## src/rtl/row_bias.sv

```systemverilog
// -----------------------------------------------------------------------------
// row_bias
//
// Responder side of the tile rowbias request interface. One instance serves
// one grid row. It holds that row's bias table, which is always a permutation
// of the GRID_LEN one-hot values. It answers an indexed request with a
// registered one-hot reply. On command it reshuffles the table in place using
// an LFSR-driven Fisher-Yates pass.
//
// Handshake semantics (the only handshake in this block):
//   - A request is accepted at a rising edge of clock when updaterowbias is
//     high and the block is in IDLE (ready high). rqindex is sampled at that
//     same edge.
//   - The reply appears on rowbias after that edge. It holds until the next
//     accepted request, or until a request arrives during a shuffle, which
//     forces rowbias to zero.
//   - A reseed is accepted at a rising edge only when ready is high. ready
//     stays low for exactly GRID_LEN-1 cycles while the shuffle runs.
//
// Parameters:
//   GRID_LEN      number of values per row (2..64)
//
// Ports:
//   clock          clock
//   reset          synchronous, active-high reset
//   rqindex        [GRID_LEN:0] one-hot request index; bit GRID_LEN = sentinel
//   updaterowbias  request strobe
//   rowbias        [GRID_LEN-1:0] registered one-hot reply (zero for sentinel
//                  or invalid request)
//   reseed         start a reshuffle
//   seed           [15:0] LFSR seed, sampled with reseed (0 maps to 16'hACE1)
//   ready          high in IDLE, low while shuffling
//   badreq         sticky flag: accepted request with non-one-hot rqindex
//   dbg_state      current FSM state (0 = IDLE, 1 = SHUFFLE)
// -----------------------------------------------------------------------------
module row_bias #(
   parameter int GRID_LEN = 9
) (
   input  logic                clock,
   input  logic                reset,
   input  logic [GRID_LEN:0]   rqindex,
   input  logic                updaterowbias,
   output logic [GRID_LEN-1:0] rowbias,
   input  logic                reseed,
   input  logic [15:0]         seed,
   output logic                ready,
   output logic                badreq,
   output logic                dbg_state
);

   // Width of the shuffle index i (counts GRID_LEN-1 down to 1).
   localparam int IW = $clog2(GRID_LEN);
   // Width needed to hold i+1, which can reach GRID_LEN.
   localparam int CW = $clog2(GRID_LEN + 1);
   // Full width of lfsr[7:0] * (i+1), kept untruncated before the shift.
   localparam int PW = 8 + CW;
   // Width of the request index, including the sentinel bit.
   localparam int RW = GRID_LEN + 1;

   localparam logic [15:0] LFSR_INIT = 16'hACE1;
   localparam logic [15:0] LFSR_TAPS = 16'hB400;

   localparam logic [0:0] ST_IDLE    = 1'b0;
   localparam logic [0:0] ST_SHUFFLE = 1'b1;

   logic [0:0]          state_q;
   logic [15:0]         lfsr_q;
   logic [IW-1:0]       i_q;
   logic [GRID_LEN-1:0] tbl [GRID_LEN];

   // ---------------------------------------------------------------------------
   // Request decode
   // ---------------------------------------------------------------------------
   logic                req_onehot;
   logic [GRID_LEN-1:0] reply_sel;

   // A value is one-hot when it is nonzero and clearing its lowest set bit
   // leaves nothing. This treats the sentinel bit like any other bit. The
   // sentinel then simply selects no table entry.
   always_comb begin
      req_onehot = (rqindex != '0) && ((rqindex & (rqindex - RW'(1))) == '0);
      reply_sel  = '0;
      for (int k = 0; k < GRID_LEN; k++) begin
         if (rqindex[k]) begin
            reply_sel = reply_sel | tbl[k];
         end
      end
   end

   // ---------------------------------------------------------------------------
   // Shuffle datapath
   // ---------------------------------------------------------------------------
   logic [CW-1:0]       i_plus;
   logic [PW-1:0]       prod;
   logic [CW-1:0]       j_wide;
   logic [IW-1:0]       j;
   logic [GRID_LEN-1:0] tbl_i;
   logic [GRID_LEN-1:0] tbl_j;
   logic [15:0]         lfsr_next;
   logic [15:0]         seed_eff;

   // j = (lfsr[7:0] * (i+1)) >> 8 always lands in 0..i. The truncation to
   // IW bits therefore never loses information.
   always_comb begin
      i_plus    = CW'(i_q) + CW'(1);
      prod      = PW'(lfsr_q[7:0]) * PW'(i_plus);
      j_wide    = prod[PW-1:8];
      j         = IW'(j_wide);
      tbl_i     = tbl[i_q];
      tbl_j     = tbl[j];
      lfsr_next = {1'b0, lfsr_q[15:1]} ^ (lfsr_q[0] ? LFSR_TAPS : 16'h0000);
      seed_eff  = (seed == 16'h0000) ? LFSR_INIT : seed;
   end

   // ---------------------------------------------------------------------------
   // State, table and outputs
   // ---------------------------------------------------------------------------
   always_ff @(posedge clock) begin
      if (reset) begin
         state_q <= ST_IDLE;
         lfsr_q  <= LFSR_INIT;
         i_q     <= '0;
         rowbias <= '0;
         badreq  <= 1'b0;
         for (int k = 0; k < GRID_LEN; k++) begin
            tbl[k] <= GRID_LEN'(1) << k;
         end
      end else begin
         case (state_q)
            ST_IDLE: begin
               // The request reads the current table. A reseed in the same
               // cycle therefore serves it from the pre-shuffle contents.
               if (updaterowbias) begin
                  if (req_onehot) begin
                     rowbias <= reply_sel;
                  end else begin
                     rowbias <= '0;
                     badreq  <= 1'b1;
                  end
               end
               if (reseed) begin
                  lfsr_q  <= seed_eff;
                  i_q     <= IW'(GRID_LEN - 1);
                  state_q <= ST_SHUFFLE;
               end
            end

            ST_SHUFFLE: begin
               // Requests are not served mid-shuffle. They read as zero and
               // are not counted as bad requests. reseed is ignored.
               if (updaterowbias) begin
                  rowbias <= '0;
               end
               // Swap entries i and j. When j == i, both branches pick the
               // same slot and write back its own value.
               for (int k = 0; k < GRID_LEN; k++) begin
                  if (IW'(k) == i_q) begin
                     tbl[k] <= tbl_j;
                  end else if (IW'(k) == j) begin
                     tbl[k] <= tbl_i;
                  end
               end
               lfsr_q <= lfsr_next;
               i_q    <= i_q - IW'(1);
               if (i_q == IW'(1)) begin
                  state_q <= ST_IDLE;
               end
            end

            default: begin
               state_q <= ST_IDLE;
            end
         endcase
      end
   end

   assign ready     = (state_q == ST_IDLE);
   assign dbg_state = state_q[0];

   // ---------------------------------------------------------------------------
   // Table invariant: every entry is one-hot and together they cover every bit
   // ---------------------------------------------------------------------------
   logic [GRID_LEN-1:0] tbl_union;
   logic                tbl_all_onehot;

   always_comb begin
      tbl_union      = '0;
      tbl_all_onehot = 1'b1;
      for (int k = 0; k < GRID_LEN; k++) begin
         tbl_union = tbl_union | tbl[k];
         if ((tbl[k] == '0) || ((tbl[k] & (tbl[k] - GRID_LEN'(1))) != '0)) begin
            tbl_all_onehot = 1'b0;
         end
      end
   end

   table_is_permutation: assert property (
      @(posedge clock) disable iff (reset)
      tbl_all_onehot && (tbl_union == {GRID_LEN{1'b1}})
   );

endmodule

```

## config.mk

```make
export PLATFORM = sky130hd
export DESIGN_NAME = row_bias
export DESIGN_NICKNAME = d
export VERILOG_FILES = /design/src/rtl/row_bias.sv
export SDC_FILE = /design/constraint.sdc
export NUM_CORES = 1
export LEC_CHECK = 0
export CORE_MARGIN = 3
export CORE_UTILIZATION = 30
export DETAILED_ROUTE_END_ITERATION = 10
export GPL_TIMING_DRIVEN = 0
export PLACE_DENSITY = 0.47
export SKIP_CTS_REPAIR_TIMING = 1
export SLEW_MARGIN = 40
export SYNTH_ARGS = -nofsm -noshare
export SYNTH_HDL_FRONTEND = slang
export SYNTH_SLANG_ARGS = --single-unit
```

## constraint.sdc

```tcl
create_clock -name clock -period 7.5 [get_ports clock]
set_input_delay 1.5 -clock clock [delete_from_list [all_inputs] [get_ports clock]]
set_output_delay 1.5 -clock clock [all_outputs]
set_load 0.02 [all_outputs]
```

# Yosys cells after proc, flatten, opt, wreduce, memory -nomap -nowiden
# Memories as Yosys holds them, arrays and structs flattened. A register that Yosys moved wholly into a read port is not among the register bits.
# Cells that the tools add are included.
op_classes:
  n_reduce_logical: 8
  n_eq_ne: 20
  n_mul: 1
  add_sub_neg: 3
  n_mux: 125
  n_bitwise: 30
ops:
  columns: ["cell", "count"]
  rows:
  - ["$mux 9", 30]
  - ["$mux 1", 85]
  - ["$or 9x9->9", 8]
  - ["$mux 16", 3]
  - ["$eq 3x4->1 const A", 8]
  - ["$pmux 16 s2", 1]
  - ["$or 1x1->1", 18]
  - ["$pmux 9 s2", 1]
  - ["$eq 2x4->1 const A", 4]
  - ["$logic_not 16->1", 1]
  - ["$xor 15x16->16", 1]
  - ["$mul 8x4->12", 1]
  - ["$mux 4", 3]
  - ["$and 10x10->10", 1]
  - ["$logic_not 10->1", 1]
  - ["$reduce_bool 10->1", 1]
  - ["$sub 10x1->10 const B", 1]
  - ["$eq 1x4->1 const A", 2]
  - ["$eq 4x4->1 const A", 2]
  - ["$logic_not 4->1", 2]
  - ["$pmux 4 s2", 1]
  - ["$ne 2x2->1 const B", 3]
  - ["$add 4x1->4 const B", 1]
  - ["$eq 4x1->1 const B", 1]
  - ["6 further kinds", 7]
word_totals:
  inputBits: 30
  memories: 1
  word_cells: 193
  regBits: 31
  ramBits: 81
mem_list:
  columns: ["memory", "depth", "word_bits", "read_ports", "rd_ports_with_merged_regs", "write_ports", "line_no", "text"]
  rows:
  - ["tbl", 9, 9, 11, 1, 9, "69", "logic [GRID_LEN-1:0] tbl [GRID_LEN];"]

# Logic depth before layout (Yosys ltp)
# Gate-level depths: netlist of run 1.
depth:
  word_depth: 20
  ltp_mapped: 21

# Least setup slack after synthesis of run 1
# No wires, ideal clock.
synth_path:
  path_type: "reg-to-reg"
  from: "register i_q[0]"
  to: "memory tbl[6][0] (enable)"
  setup_time_ns: 0.343
  period_less_slack_ns: 5.067
  path_stages_with_launch: 18
  n_path_buf: 2
  t_arrival_ns: 4.724
  path_slack_ns: 2.433
  path_cell_list: "dfxtp_1 -> inv_1 -> ha_1 -> buf_2 -> and2_1 -> fa_1 -> inv_1 -> fa_1 -> inv_1 -> ha_1 -> a21oi_1 -> o211ai_1 -> nor3_4 -> xor2_2 -> or3_4 -> a211oi_2 -> buf_2 -> a311o_1"
synth_lines:
  columns: ["element", "line_no", "text"]
  rows:
  - ["start: declaration", "68", "logic [IW-1:0] i_q;"]
  - ["start signal: assignment", "143", "i_q <= IW'(GRID_LEN - 1);"]
  - ["start signal: assignment", "164", "i_q <= i_q - IW'(1);"]
  - ["end: declaration", "69", null]

==> impl_results.md, run 1 <==
- Share of cells above drive strength 1: 0.114
- Synth Area per Inst: 9.16 um^2
- CTS sink cnt: 116
- GP Congestion: 0.918
- Data required, critical path: 7.62 ns
- WP data arrival: 6.55 ns
- EDFF count, synth: 81
- Sequential power share: 0.285
- Clock network fraction of design power: 0.233
- Post-synthesis compound-gate area fraction: 0.239
- Remaining global-route overflow: 0
- Total number of vias: 8,255
- Slew @ Worst Pin: 0.842 ns
- Count of cell types in the netlist: 76
- WS Path Type: register to register
- Final critical-path share of the clock period: 0.858
- FF+latch count, synth: 116
- Vias in the first global route: 7,706
- Synth Net Count: 1,028
- DIE AREA: 0.0317 mm^2
- Clock Latency Late Sink: 0.43 ns
- R2R depth: 17
- Leakage: 3.62 nW
- Sw frac: 0.463
- Worst-path clk slew: 0.06 ns
- Largest net degree at the start of global routing: 17
- Die Y: 178 um
- Status: finished clean
- Slew HR: 0.435
- Fin crit period: 6.43 ns
- Final WL: 32.7 mm
- Setup violators final: 0
- Synth Area in Adders: 0.0513
- Fillers: 2,986
- Initial core utilization: 0.307
- Core box area: 0.0289 mm^2
- Setup crit end kind: register
- P&R area growth vs syn: 17.0%
- Commonest cells after routing, fill and taps aside: 138 x nand2_1, 97 x nor2_1, 81 x edfxtp_1, 46 x a21oi_1
- Total GRT Usage: 0.208
- Slew Limit Fails: 0
- Yosys warning total: 0
- PwrDens: 366 mW/mm^2
- Inserted Clock Buffers: 17
- Rows: 62
- Clk_skew: 0.0148 ns
- # DRC: 0
- TritonCTS clock tree: yes
- RSZ-0062 raised after global routing: false
- Post-Synth XOR/XNOR Area: 0.0155
- Simple-Gate Fraction of Synth Area: 0.217
- Top FF cell, synth: edfxtp_1
- Crit-path max cell delay: 0.76 ns
- Setup TNS Final: 0 ns
- Gate power share: 0.482
- Most common cell after layout, fill and taps aside: nand2_1
- First-pass GRT wire length: 49.6 mm
- Multiplexer area fraction after synthesis: 0.0705
- Maximum clock path buffer count: 2
- Placed insts: 1,392
- DR pass1 iterations: 6
- HPWL after DPL: 25.6 mm
- Asr flop ratio synth: 0
- Vias per inst: 5.80
- Main combinational cell family by area after synthesis: compound AO/OA/AOI/OAI gates
- P_sw: 0.00176 W
- Worst hold path type: register to register
- Worst-case vdd ir drop: 186 uV
- Final hold vios: 0
- Hold Crit Depth: 1
- Initial antenna violation count: 0
- Slowest-stage cell, CP: a2111oi_1
- ANT cells: 0
- Non-filler cells, final: 1,424
- Cell Chain, Critical Path: ha_1 -> xor2_1 -> and2_1 -> fa_1 -> inv_1 -> fa_1 -> inv_1 -> ha_1 -> a21oi_1 -> o211ai_1 -> a221o_1 -> nor3_1 -> buf_2 -> nor3_1 -> a311oi_1 -> nor2_1 -> a2111oi_1
- MaxCap Viol Count: 0
- Sequential area share after synthesis: 0.353
- Htree depth: 4
- Int Power: 0.00204 W
- Initial DRC count: 1,050
- FMAX: 0.155 GHz
- Highest net fanout along the worst path: 10
- DR WL/cell: 22.9 um
- Horiz. Die Dim: 178 um
- CTS root buf: clkbuf_16
- Cells after Synth: 969
- Startpoint types: register
- Nets: 1,086
- Cell area after synthesis: 0.00888 mm^2
- Io pins: 42
- ANT nets after route: 0
- IO Port Bufs: 39
final timing paths:
check                           from                      end  slack, ns
max              i_q[0]$_SDFFE_PP0N_  tbl[7][4]$_SDFFCE_PP0P_       1.07
min          lfsr_q[12]$_SDFFE_PP0N_  lfsr_q[11]$_SDFFE_PP1N_       0.47
max reg2reg      i_q[0]$_SDFFE_PP0N_  tbl[7][4]$_SDFFCE_PP0P_       1.07
min reg2reg  lfsr_q[12]$_SDFFE_PP0N_  lfsr_q[11]$_SDFFE_PP1N_       0.47
critical path: cells and delay by family (launching register included):
kind | cells | cell delay [ns]
fa+ha+maj | 4 | 1.49
flops | 1 | 0.54
buf+inv | 3 | 0.48
simple gates | 4 | 1.00
xor+xnor | 1 | 0.57
compound gates | 5 | 2.04
cells by family after synthesis:
kind of cell | Yosys count
AND/OR/NAND/NOR | 391
AO/OA/AOI/OAI | 270
flip-flops | 116
buffers and inverters | 111
multiplexers | 40
adder cells (fa/ha/maj) | 30
XOR/XNOR | 11
cell usage after synthesis (16+ instances only):
cell type | count | area (um^2)
a2111oi_1 | 22 | 220
inv_1 | 33 | 124
mux2i_1 | 22 | 220
a22oi_1 | 19 | 143
clkbuf_1 | 43 | 161
a21oi_1 | 46 | 230
dfxtp_1 | 35 | 701
nand2b_1 | 43 | 269
o22ai_1 | 19 | 119
a311oi_1 | 16 | 140
edfxtp_1 | 81 | 2430
ha_1 | 18 | 225
nor3_1 | 24 | 120
nand3_1 | 17 | 85.1
nand2_1 | 138 | 518
o31ai_1 | 34 | 255
mux4_2 | 18 | 405
nor2b_1 | 21 | 131
nor2_1 | 97 | 364
buf_2 | 23 | 115
registers in the layout, indices dropped and copies added (netlist names), named ones only:
| name | cells |
|---|---|
| badreq | 1 |
| dbg_state | 1 |
| i_q | 4 |
| lfsr_q | 16 |
| rowbias | 9 |
| tbl | 81 |
power groups by stage:
stage               combinational, W  sequential, W  clock, W
CTS                          0.00178        0.00107  0.000891
floorplan                    0.00124       0.000984         0
finish                       0.00183        0.00108  0.000886
global route                 0.00198        0.00109  0.000920
detailed placement           0.00177        0.00108         0
global placement             0.00177        0.00108         0
per-layer routing:
layer,vias up,wire (um),track usage
li1,3816,-,-
met1,4027,15900,0.324
met2,384,13800,0.301
met3,28,2700,0.0360
met4,0,284,0.0376
met5,-,0,0
through the flow:
stage | hold slack [ns] | area [um^2] | total power, W | utilization | worst slack [ns]
after CTS | 0.470 | 10400 | 0.00374 | 0.358 | 1.13
after global routing | 0.483 | 10400 | 0.00399 | 0.359 | 0.679
final | 0.466 | 10400 | 0.00380 | 0.359 | 1.07
after detailed placement | 0.456 | 9750 | 0.00285 | 0.337 | 1.16
after global placement | 0.446 | 9750 | 0.00285 | 0.337 | 1.18
after floorplan | 0.435 | 8880 | 0.00223 | - | 2.43
cell type report:
class	count	area, um^2	area share
timing repair buffer	39	390	0.0376
sequential	116	3130	0.302
tap	384	480	0.0463
buffer	77	352	0.0339
clock inverter	15	193	0.0186
inverter	34	128	0.0123
multi-input combinational	742	5280	0.509
clock buffer	17	425	0.0410
Power figures use the tool's default switching activity.
==> inputs of run 2 (changes only) <==
CELL_PAD_IN_SITES_DETAIL_PLACEMENT = 0   (was not set)
CELL_PAD_IN_SITES_GLOBAL_PLACEMENT = 1   (was not set)
PLACE_DENSITY = 0.57   (was 0.47)
==> impl_results.md, run 2 (same netlist as run 1, synthesis figures left out) <==
- Status: finished clean
- Horiz. Die Dim: 178 um
- Busiest layer in global routing: met1
- Final WL: 32.9 mm
- Crit path to: tbl[4][3]$_SDFFCE_PP0P_
- GR Util met1: 0.321
- Share of cells above drive strength 1: 0.116
- Slew HR: 0.387
- Core box area: 0.0289 mm^2
- Largest regs: tbl: 81 flops, lfsr_q: 16 flops, rowbias: 9 flops
- Reg with most FFs: tbl
- HPWL after DPL: 25.9 mm
- Startpoint types: register
- WP data arrival: 6.65 ns
- Clock Latency Late Sink: 0.43 ns
- Highest net fanout along the worst path: 10
- RSZ-0062 raised after global routing: false
- Slowest-stage cell, CP: a2111oi_1
- Vias per inst: 5.75
- DR WL/cell: 23.1 um
- Initial antenna violation count: 0
- Final critical-path share of the clock period: 0.866
- WP depth: 16
- Most common cell after layout, fill and taps aside: nand2_1
- Total number of vias: 8,186
- Reg-to-reg critical path endpoint: tbl[4][3]$_SDFFCE_PP0P_
- Largest net degree at the start of global routing: 17
- Post-route cell area: 0.0104 mm^2
- Vias in the first global route: 7,692
- FMAX: 0.154 GHz
- Maximum clock path buffer count: 2
- CTS sink cnt: 116
- DIE AREA: 0.0317 mm^2
- Sw frac: 0.475
- Htree depth: 4
- ANT cells: 0
- Clock network fraction of design power: 0.224
- R2R depth: 16
- Fin crit period: 6.50 ns
- Max reg flops: 81
- Final cell utilization of the core: 0.358
- ANT nets after route: 0
- CP startpoint: i_q[0]$_SDFFE_PP0N_
- P_sw: 0.00180 W
- Nets: 1,086
- DR pass1 iterations: 6
- MaxCap Viol Count: 0
- Die Y: 178 um
- Rows: 62
- # DRC: 0
- Inserted Clock Buffers: 17
- Initial core utilization: 0.307
- Data required, critical path: 7.65 ns
- CTS root buf: clkbuf_16
- Initial DRC count: 898
- TritonCTS clock tree: yes
- Global Route met3 Usage: 0.0504
- Crit-path max cell delay: 0.62 ns
- Sequential power share: 0.292
- Setup violators final: 0
- GP Congestion: 0.878
- Slew @ Worst Pin: 0.912 ns
- Io pins: 42
- Met2 usage: 0.300
- Total GRT Usage: 0.210
- R2r setup slk: 1.00 ns
- Worst hold path type: register to register
- Crit-path leading delay family: compound AO/OA/AOI/OAI gates
- Gate power share: 0.485
- Slew Limit Fails: 0
- Buf/Inv on CP: 2
- Int Power: 0.00198 W
- IO Port Bufs: 39
- P&R area growth vs syn: 16.7%
- WS Path Type: register to register
- Post-Place Cell Area: 0.00975 mm^2
- Clk_skew: 0.0107 ns
- Setup crit end kind: register
- Setup TNS Final: 0 ns
- Final hold vios: 0
- Worst-case vdd ir drop: 180 uV
- Worst slack, placed: 1.14 ns
- Min setup slack post-route: 1.00 ns
- PwrDens: 365 mW/mm^2
- Cell Chain, Critical Path: ha_1 -> xor2_1 -> nand2_1 -> fa_1 -> fa_1 -> inv_1 -> ha_1 -> nand4b_4 -> o211a_1 -> a21oi_2 -> xnor2_2 -> clkbuf_1 -> nand2_1 -> a311oi_1 -> nor2_1 -> a2111oi_1
- Worst r2r src: i_q[0]$_SDFFE_PP0N_
- Commonest cells after routing, fill and taps aside: 138 x nand2_1, 97 x nor2_1, 81 x edfxtp_1, 46 x a21oi_1
- First-pass GRT wire length: 50.0 mm
- Leakage: 3.60 nW
- Worst-path clk slew: 0.07 ns
- Remaining global-route overflow: 0
run 2: cell count changes in the layout (fill, tap and decap cells not counted), sizes merged:
cell,before,now
inv,41,44
clkinv,2,1
bufinv,3,1
run 2: cell type report:
type / instances / area, um^2
multi-input combinational: 742 / 5290
buffer: 77 / 352
tap: 384 / 480
clock buffer: 17 / 425
inverter: 34 / 128
clock inverter: 15 / 159
sequential: 116 / 3130
timing repair buffer: 39 / 390
fill: 2939 / 18600
run 2: worst min-delay path by stage:
stage / start / cells past startpoint / endpoint / slack (ns)
after floorplan: lfsr_q[12]$_SDFFE_PP0N_ / 1 / lfsr_q[11]$_SDFFE_PP1N_ / 0.43
after CTS: lfsr_q[12]$_SDFFE_PP0N_ / 1 / lfsr_q[11]$_SDFFE_PP1N_ / 0.49
after detailed placement: lfsr_q[12]$_SDFFE_PP0N_ / 1 / lfsr_q[11]$_SDFFE_PP1N_ / 0.47
after global placement: lfsr_q[12]$_SDFFE_PP0N_ / 1 / lfsr_q[11]$_SDFFE_PP1N_ / 0.46
after global routing: lfsr_q[12]$_SDFFE_PP0N_ / 1 / lfsr_q[11]$_SDFFE_PP1N_ / 0.51
final: badreq$_SDFFE_PP0P_ / 2 / badreq$_SDFFE_PP0P_ / 0.48
run 2: power by group through the flow:
stage	combinational (W)	clock, W	sequential [W]
6_report	0.00183	0.000844	0.00110
5_1_grt	0.00199	0.000877	0.00111
4_1_cts	0.00178	0.000848	0.00108
3_5_place_dp	0.00177	0	0.00109
3_3_place_gp	0.00178	0	0.00110
2_1_floorplan	0.00124	0	0.000984
run 2: tightest hold or removal path, stage by stage (launching register included):
cell	delay, ns
dfxtp_1	0.33
a31oi_1	0.05
nor2_1	0.07
run 2: stage by stage:
stage	hold WS [ns]	power (W)	instances
CTS	0.487	0.00371	1424
detailed placement	0.466	0.00287	1392
global placement	0.463	0.00288	1392
finish	0.479	0.00378	1424
global route	0.510	0.00398	1424
floorplan	0.435	0.00223	969
run 2: routing by layer:
metal | wire, um | up-vias
met5 | 0 | -
met4 | 278 | 0
met3 | 2940 | 27
li1 | - | 3800
met1 | 16000 | 4001
met2 | 13600 | 358
==> inputs of run 3 (changes only) <==
SLEW_MARGIN = 10   (was 40)
==> impl_results.md, run 3 (same netlist as run 1, synthesis figures left out) <==
- Status: finished clean
- Slew Limit Fails: 0
- Gate power share: 0.482
- ANT cells: 0
- Total number of vias: 8,208
- First-pass GRT wire length: 50.0 mm
- Slowest-stage cell, CP: a2111oi_1
- PwrDens: 363 mW/mm^2
- ANT nets after route: 0
- Nets: 1,086
- Share of cells above drive strength 1: 0.111
- Crit-path max cell delay: 0.61 ns
- Min Hold Slack: 0.480 ns
- Highest net fanout along the worst path: 10
- Sw frac: 0.475
- Slew HR: 0.179
- Vias per inst: 5.76
- Placed insts: 1,392
- IO Port Bufs: 39
- Non-filler cells, final: 1,424
- MaxCap Viol Count: 0
- Fin crit period: 6.45 ns
- Io pins: 42
- Reg-to-reg critical path endpoint: tbl[4][3]$_SDFFCE_PP0P_
- Hold Crit Depth: 2
- Clock Latency Late Sink: 0.43 ns
- # DRC: 0
- Remaining global-route overflow: 0
- Data required, critical path: 7.65 ns
- Largest net degree at the start of global routing: 17
- R2R depth: 16
- Worst r2r src: i_q[0]$_SDFFE_PP0N_
- Initial DRC count: 971
- HPWL after DPL: 25.9 mm
- Worst hold path type: register to register
- Initial antenna violation count: 0
- TritonCTS clock tree: yes
- Hold Startpoint: badreq$_SDFFE_PP0P_
- Die Y: 178 um
- Core box area: 0.0289 mm^2
- DR pass1 iterations: 5
- CTS root buf: clkbuf_16
- Setup TNS Final: 0 ns
- Final WL: 33.0 mm
- Initial core utilization: 0.307
- R2r setup slk: 1.05 ns
- DR WL/cell: 23.2 um
- WS Path Type: register to register
- Max reg flops: 81
- Commonest cells after routing, fill and taps aside: 138 x nand2_1, 97 x nor2_1, 81 x edfxtp_1, 46 x a21oi_1
- Hold path endpoint: badreq$_SDFFE_PP0P_
- Worst-case vdd ir drop: 179 uV
- Maximum clock path buffer count: 2
- Int Power: 0.00197 W
- P_sw: 0.00178 W
- Clk_skew: 0.0109 ns
- Final hold vios: 0
- Clock network fraction of design power: 0.225
- Setup violators final: 0
- Slew @ Worst Pin: 1.22 ns
- Horiz. Die Dim: 178 um
- Inserted Clock Buffers: 17
- Reg with most FFs: tbl
- Cell Chain, Critical Path: ha_1 -> xor2_1 -> nand2_1 -> fa_1 -> fa_1 -> inv_1 -> ha_1 -> nand4b_4 -> o211a_1 -> a21oi_2 -> xnor2_2 -> clkbuf_1 -> nand2_1 -> a311oi_1 -> nor2_1 -> a2111oi_1
- GP Congestion: 0.878
- Fillers: 2,942
- DIE AREA: 0.0317 mm^2
- FMAX: 0.155 GHz
- Setup crit end kind: register
- Most common cell after layout, fill and taps aside: nand2_1
- Rows: 62
- Largest regs: tbl: 81 flops, lfsr_q: 16 flops, rowbias: 9 flops
- Htree depth: 4
- Total GRT Usage: 0.210
- RSZ-0062 raised after global routing: false
- Final critical-path share of the clock period: 0.861
- P&R area growth vs syn: 16.4%
- Leakage: 3.59 nW
- WP data arrival: 6.61 ns
- Sequential power share: 0.293
- Vias in the first global route: 7,692
- Worst-path clk slew: 0.07 ns
- CTS sink cnt: 116
- Startpoint types: register
==> run 3: changes by cell type in the layout (fill, tap and decap cells not counted) <==
cell / change
o31ai_2: -4
o21ai_0: +7
o31ai_1: +4
o21ai_1: -5
o21ai_2: -2
==> run 3: critical path, delay by kind of cell (launching register included) <==
family,cells,cell delay [ns]
XOR/XNOR,2,0.79
flip-flops,1,0.55
AND/OR/NAND/NOR,4,0.63
buffers and inverters,2,0.64
adder cells (fa/ha/maj),4,1.72
AO/OA/AOI/OAI,4,1.83
==> run 3: worst max-delay path by stage <==
stage,from,end,cells past startpoint
finish,i_q[0]$_SDFFE_PP0N_,tbl[4][3]$_SDFFCE_PP0P_,16
global route,i_q[0]$_SDFFE_PP0N_,tbl[4][4]$_SDFFCE_PP1P_,17
CTS,i_q[0]$_SDFFE_PP0N_,tbl[4][4]$_SDFFCE_PP1P_,17
detailed placement,i_q[0]$_SDFFE_PP0N_,tbl[4][4]$_SDFFCE_PP1P_,17
global placement,i_q[0]$_SDFFE_PP0N_,tbl[4][2]$_SDFFCE_PP0P_,16
floorplan,i_q[0]$_SDFFE_PP0N_,tbl[6][0]$_SDFFCE_PP0P_,17
==> run 3: metrics by stage <==
step                      cell area [um^2]   util  setup WS, ns  power (W)
after floorplan                       8880      -          2.43    0.00223
after global placement                9750  0.337          1.05    0.00288
after detailed placement              9750  0.337          1.14    0.00286
after CTS                            10300  0.357          1.12    0.00371
after global routing                 10300  0.357         0.569    0.00396
final                                10300  0.357          1.05    0.00376
==> run 3: power groups by stage <==
stage | logic [W] | clock network (W) | registers [W]
final | 0.00181 | 0.000845 | 0.00110
after global routing | 0.00197 | 0.000877 | 0.00111
after CTS | 0.00178 | 0.000848 | 0.00108
after detailed placement | 0.00177 | 0 | 0.00109
after global placement | 0.00178 | 0 | 0.00110
after floorplan | 0.00124 | 0 | 0.000984
==> run 3: metal layers <==
metal	GRT usage	up-vias	wire [um]
li1	-	3801	-
met1	0.321	4029	16200
met2	0.300	355	13800
met3	0.0504	23	2730
met4	0.0376	0	256
met5	0	-	0
==> run 3: final cells by class <==
cell class | count | area (um^2) | area share
buffer | 77 | 352 | 0.0340
clock buffer | 17 | 425 | 0.0412
clock inverter | 15 | 159 | 0.0154
inverter | 34 | 128 | 0.0124
multi-input combinational | 742 | 5260 | 0.510
sequential | 116 | 3130 | 0.303
tap | 384 | 480 | 0.0465
timing repair buffer | 39 | 390 | 0.0378
